$ cat config.mk
export PLATFORM = sky130hd
export DESIGN_NAME = priority_request_capture
export DESIGN_NICKNAME = d
export VERILOG_FILES = /design/src/rtl/prio_pkg.sv /design/src/rtl/prio_enc_n.sv /design/src/rtl/priority_request_capture.sv
export SDC_FILE = /design/constraint.sdc
export NUM_CORES = 1
export LEC_CHECK = 0
export ABC_AREA = 1
export BUFFER_PORTS_ARGS = -buffer_cell sky130_fd_sc_hd__buf_2
export CORE_AREA = 2 2 39 41
export DETAILED_ROUTE_END_ITERATION = 12
export DIE_AREA = 0 0 41 43
export PLACE_DENSITY = 0.7
export SYNTH_ARGS = -nofsm -noshare
export SYNTH_HDL_FRONTEND = slang
export SYNTH_SLANG_ARGS = --single-unit
$ cat constraint.sdc
create_clock -name Clock_In -period 1.48 [get_ports Clock_In]
set_input_delay 0.296 -clock Clock_In [delete_from_list [all_inputs] [get_ports Clock_In]]
set_output_delay 0.296 -clock Clock_In [all_outputs]
set_load 0.005 [all_outputs]
$ cat src/rtl/prio_pkg.sv
// Shared types and helpers for the priority request capture front-end.
package prio_pkg;

  typedef enum logic {
    IDLE  = 1'b0,
    OFFER = 1'b1
  } state_t;

  localparam int unsigned NUM_REQ_DEF = 4;
  localparam int unsigned IDX_W_DEF   = 2;
  localparam int unsigned ONEHOT_W    = 32;

  // Wide one-hot; callers size-cast down to their request width.
  function automatic logic [ONEHOT_W-1:0] onehot(input logic [ONEHOT_W-1:0] idx);
    return {{(ONEHOT_W-1){1'b0}}, 1'b1} << idx;
  endfunction

endpackage

$ cat src/rtl/prio_enc_n.sv
// Combinational highest-set-bit encoder with an any-set flag.
module prio_enc_n #(
  parameter int unsigned NUM_REQ = 4,
  parameter int unsigned IDX_W   = $clog2(NUM_REQ)
) (
  input  logic [NUM_REQ-1:0] req_vec,
  output logic [IDX_W-1:0]   idx,
  output logic               any_set
);

  // Ascending scan: the last (highest) set bit overwrites lower ones.
  always_comb begin
    idx     = '0;
    any_set = |req_vec;
    for (int unsigned i = 0; i < NUM_REQ; i++) begin
      if (req_vec[i]) idx = IDX_W'(i);
    end
  end

endmodule

$ cat src/rtl/priority_request_capture.sv
// Sticky request capture with highest-index-first offer on a valid/ready handshake.
module priority_request_capture
  import prio_pkg::*;
#(
  parameter int unsigned NUM_REQ = NUM_REQ_DEF,
  parameter int unsigned IDX_W   = IDX_W_DEF
) (
  input  logic               Clock_In,
  input  logic               Reset_n_In,
  input  logic               Enable_In,
  input  logic               Clear_In,
  input  logic [NUM_REQ-1:0] Request_In,
  input  logic               Ready_In,
  output logic               Valid_Out,
  output logic [IDX_W-1:0]   Index_Out,
  output logic [NUM_REQ-1:0] Pending_Out,
  output logic               Overflow_Out
);

  state_t             state_q;
  logic [NUM_REQ-1:0] pending_q;
  logic [IDX_W-1:0]   index_q;
  logic               valid_q;
  logic               overflow_q;

  logic               accept;
  logic [NUM_REQ-1:0] cap;
  logic [NUM_REQ-1:0] acc_mask;
  logic [NUM_REQ-1:0] pending_next;
  logic               ovf_hit;
  logic [IDX_W-1:0]   enc_idx;
  logic               any_set;

  always_comb begin
    accept       = valid_q && Ready_In;
    cap          = Enable_In ? Request_In : '0;
    acc_mask     = accept ? NUM_REQ'(onehot(ONEHOT_W'(index_q))) : '0;
    // Set wins over clear when a bit re-arrives on its own accept cycle.
    pending_next = (pending_q & ~acc_mask) | cap;
    ovf_hit      = |(cap & pending_q & ~acc_mask);
  end

  prio_enc_n #(
    .NUM_REQ (NUM_REQ),
    .IDX_W   (IDX_W)
  ) u_enc (
    .req_vec (pending_next),
    .idx     (enc_idx),
    .any_set (any_set)
  );

  always_ff @(posedge Clock_In or negedge Reset_n_In) begin
    if (!Reset_n_In) begin
      state_q    <= IDLE;
      pending_q  <= '0;
      index_q    <= '0;
      valid_q    <= 1'b0;
      overflow_q <= 1'b0;
    end else if (Clear_In) begin
      state_q    <= IDLE;
      pending_q  <= '0;
      valid_q    <= 1'b0;
      overflow_q <= 1'b0;
    end else begin
      pending_q <= pending_next;
      if (ovf_hit) overflow_q <= 1'b1;
      case (state_q)
        IDLE: begin
          if (any_set) begin
            state_q <= OFFER;
            valid_q <= 1'b1;
            index_q <= enc_idx;
          end
        end
        OFFER: begin
          // Offered index is frozen until accepted; no pre-emption.
          if (accept) begin
            if (any_set) begin
              index_q <= enc_idx;
            end else begin
              state_q <= IDLE;
              valid_q <= 1'b0;
            end
          end
        end
        default: begin
          state_q <= IDLE;
          valid_q <= 1'b0;
        end
      endcase
    end
  end

  assign Valid_Out    = valid_q;
  assign Index_Out    = index_q;
  assign Pending_Out  = pending_q;
  assign Overflow_Out = overflow_q;

endmodule

==> flow_results.org <==
** STA
- Slew Limit Headroom :: 0.854
- Setup violations remaining at the end of the flow were counted as 0.
- Of the available clock period, the critical path in the final layout requires 0.870.
- Across all setup checks in the final design, the least slack found is 0.192 ns.
- For the pin with the worst max-slew slack, the measured transition is 0.219 ns.
- The tightest hold path in the finished design has a slack of 0.293 ns.
- Worst clock skew :: 0.00176 ns
- The final-report hold violation count is 0.
- Final period demand of the worst path :: 1.29 ns
- Timing would allow up to 776 MHz.
- Fin. max-slew vios :: 0
- Setup repair after global routing left no endpoint under its margin.
- Final-layout setup total negative slack :: 0 ns

** Yosys
- Synth top area share :: 0.472
- The Yosys step of the flow raised 0 warnings.
- The cell area that synthesis handed to floorplanning was 477 um2.
- Most area-hungry cell type in the Yosys netlist :: sky130_fd_sc_hd__dfrtp_1
- Async set or reset register ratio after synthesis :: 1.00
- After technology mapping, the gate count stands at 64.
- In the post-synthesis netlist, the cell with the most instances is sky130_fd_sc_hd__nand2_1.
- Counting flops and latches in the post-synthesis netlist gives 9.
- The share of the Yosys chip area taken by registers is 0.472.
- In the synthesized netlist the dominant register cell turns out to be sky130_fd_sc_hd__dfrtp_1.
- Each instance of the synthesized netlist takes up on average 7.45 um2.
- By area the synthesized netlist is led by sky130_fd_sc_hd__dfrtp_1 (47%), sky130_fd_sc_hd__nand2_1 (13%), sky130_fd_sc_hd__nor2_1 (7.9%), sky130_fd_sc_hd__inv_1 (5.5%), sky130_fd_sc_hd__a21oi_1 (5.2%).
- Number of flops mapped to enable cells by yosys :: 0
- Commonest cells post-synth :: sky130_fd_sc_hd__nand2_1 (17), sky130_fd_sc_hd__nor2_1 (10), sky130_fd_sc_hd__dfrtp_1 (9), sky130_fd_sc_hd__inv_1 (7), sky130_fd_sc_hd__a21oi_1 (5)
- When the netlist entered floorplanning its net count stood at 73.
- Yosys mapped the design onto 15 distinct sky130hd cell types.

** Setup path
- On the critical path, the stage with the largest delay is an instance of sky130_fd_sc_hd__dfrtp_1.
- STA classifies the critical path startpoint as a flop.
- Top cell by count, worst path :: sky130_fd_sc_hd__nand2_1
- Worst path max stage delay :: 0.42 ns
- Worst path cell trace :: inv_1 > nor2_1 > nand2_1 > nand2_1 > nand2_1 > nor2_2 > nand2_2 > a21oi_1 > nor2_1
- Along the worst path, the maximum fanout reaches 6.
- The worst setup path is captured at a flop.
- Required time at the worst-slack endpoint :: 1.63 ns
- Critical Setup Path Class :: flop to flop
- Critical path data arrival time :: 1.44 ns

** Detailed routing
- Once detail routing completed, the nets flagged for antenna violations numbered 0.
- Wires add up to 1010 um.
- In this run, the number of DRC markers left after iteration 0 of detailed routing was 7.
- Per-cell routed wire length :: 9.97 um
- For this run, design rule violations remaining after detail routing come to 0.
- First-pass detailed-route iteration total :: 4
- Summing over every cut layer, the via total after detailed routing is 467.
- Vias per inst :: 4.62

** CTS
- TritonCTS clock tree :: yes
- The number of setup buffers added after CTS is 0.
- Clock tree synthesis selected as its root buffer the cell sky130_fd_sc_hd__clkbuf_4.
- CTS built an H-tree with a depth of 1.
- The clock net in this run drives a total of 9 sinks.
- CTS max path bufs :: 2
- Clock slew at the register clock pins of the worst setup and hold paths :: 0.06 ns
- Number of buffers inserted during clock tree synthesis :: 3
- The later pin in the worst-skew pair is clocked with a latency of 0.26 ns.

** Power and ir drop
- The analysis attributes to cell leakage a power of 0.332 nW.
- Power density normalized to cell area :: 1050 nW/um2
- IR analysis of the VDD net gives a maximum drop of 0.566 mV.

** Global route
- The first global-routing pass estimated 1500 um of wire.
- The number of antenna violations at the first check in global routing came to 0.
- Entering global routing, the biggest net connects 10 pins.
- Number of global-route vias before repair :: 380
- In the global route stage, overall resource usage came out at 0.131.
- Global route overflow :: 0

** Place
- Final HPWL from detailed placement :: 793 um
- Worst slack at placement :: 0.199 ns
- Port-buffer cells :: 16
- Routability-driven placement finished with a final weighted congestion of 0.822.

** Run
- Across the run, the number of max-cap violations was 0.

** Die
- The initial utilization of the core area, before any placement, comes to 0.344.
- Die height :: 43 um
- # IOs :: 17
- From left edge to right edge, the die measures 41 um.
- The die covers 1760 um2.
- In this run the core area contains 14 standard-cell rows.
- After floorplanning, the core was sized to cover 1380 um2.

** Final layout
- 0 antenna diodes ended up in the layout.
- Fill cells in the final layout number 145.
- Register area :: 225 um2
- For this run, the post-layout net count is 95.
- In the final layout, the share of cells above drive strength 1 is 0.318.
- From synthesis to final layout, the design area changed by 28.6%.
- Summing all multi-input logic gate instances after layout gives 221 um2.

** Status
- Result of the run :: finished clean

** Min path
- In this run the worst hold path is classified as input pin to flop.
[registers in the layout, summed over array words and instances, names as in the netlist]
signal        flops
Index_Out         2
Valid_Out         1
Overflow_Out      1
Pending_Out       4
state_q           1
[per-layer routing]
metal,wire [um],part of all wire,track usage
met1,477,0.47,0.178
met5,0,0,0
met2,427,0.42,0.169
met4,38,0.038,0.100
met3,64,0.064,0.0314
[where the power goes]
group	switching [mW]	leakage (nW)	total [mW]	internal, mW
clock	0.0826	0.0150	0.186	0.104
combinational	0.0874	0.202	0.152	0.0647
sequential	0.0281	0.115	0.303	0.275
[cells in the final DEF, fill, tap and decap left out]
cell type | netlist | layout
sky130_fd_sc_hd__o21ai_2 | 1 | 1
sky130_fd_sc_hd__nand2_2 | 4 | 4
sky130_fd_sc_hd__nand4_1 | 2 | 2
sky130_fd_sc_hd__o21ai_0 | 2 | 2
sky130_fd_sc_hd__nand2_1 | 17 | 17
sky130_fd_sc_hd__a31oi_1 | 1 | 1
sky130_fd_sc_hd__dlygate4sd3_1 | 0 | 1
sky130_fd_sc_hd__inv_2 | 1 | 1
sky130_fd_sc_hd__a21oi_1 | 5 | 5
sky130_fd_sc_hd__nor2_2 | 1 | 1
sky130_fd_sc_hd__nand3_1 | 1 | 1
sky130_fd_sc_hd__clkbuf_4 | 0 | 3
sky130_fd_sc_hd__nor2_4 | 1 | 1
sky130_fd_sc_hd__inv_1 | 7 | 7
sky130_fd_sc_hd__buf_2 | 0 | 16
sky130_fd_sc_hd__clkbuf_1 | 0 | 1
sky130_fd_sc_hd__o21ai_1 | 2 | 2
sky130_fd_sc_hd__nor2_1 | 10 | 10
sky130_fd_sc_hd__dfrtp_1 | 9 | 9
[worst max-delay path: cells and delay by family, from the launching register on]
family | cells | cell delay (ns)
and+or+nand+nor | 7 | 0.58
DFF | 1 | 0.42
AOI/OAI and AO/OA | 1 | 0.12
buffers and inverters | 1 | 0.06
[logic make-up after synthesis]
logic type | share of synthesized area
and+or+nand+nor | 0.339
AOI/OAI and AO/OA | 0.126
DFF | 0.472
buffers and inverters | 0.0630
[final timing paths]
check	start	endpoint	cells past startpoint	slack, ns
min in group asynchronous	Reset_n_In	Pending_Out[3]	2	0.42
setup reg to reg	Index_Out[0]	Valid_Out	9	0.19
setup / recovery	Index_Out[0]	Valid_Out	9	0.19
hold / removal	Clear_In	Pending_Out[3]	2	0.29
hold reg to reg	Valid_Out	Valid_Out	2	0.53
max in group asynchronous	Reset_n_In	Pending_Out[1]	2	0.88
[per-stage QoR]
step           area [um2]  power [mW]  cells   util
4_1_cts               613       0.653    101  0.443
6_report              613       0.641    101  0.443
5_1_grt               613       0.693    101  0.443
3_5_place_dp          577       0.459     96  0.417
2_1_floorplan         477       0.396     64      -
3_3_place_gp          577       0.457     96  0.417
[what timing repair did]
item	4_1_cts	5_1_grt
hold buffers	1	0
endpoints found under the setup margin	0	0
endpoints found under the hold margin	9	0
gates resized for setup	0	0
[cell type report]
cell class                 count  area share
timing repair buffer          17       0.147
multi-input combinational     47       0.361
clock buffer                   4      0.0429
sequential                     9       0.367
tap                           16      0.0327
inverter                       8      0.0490
Note: power is estimated with default switching activity, not from simulation.
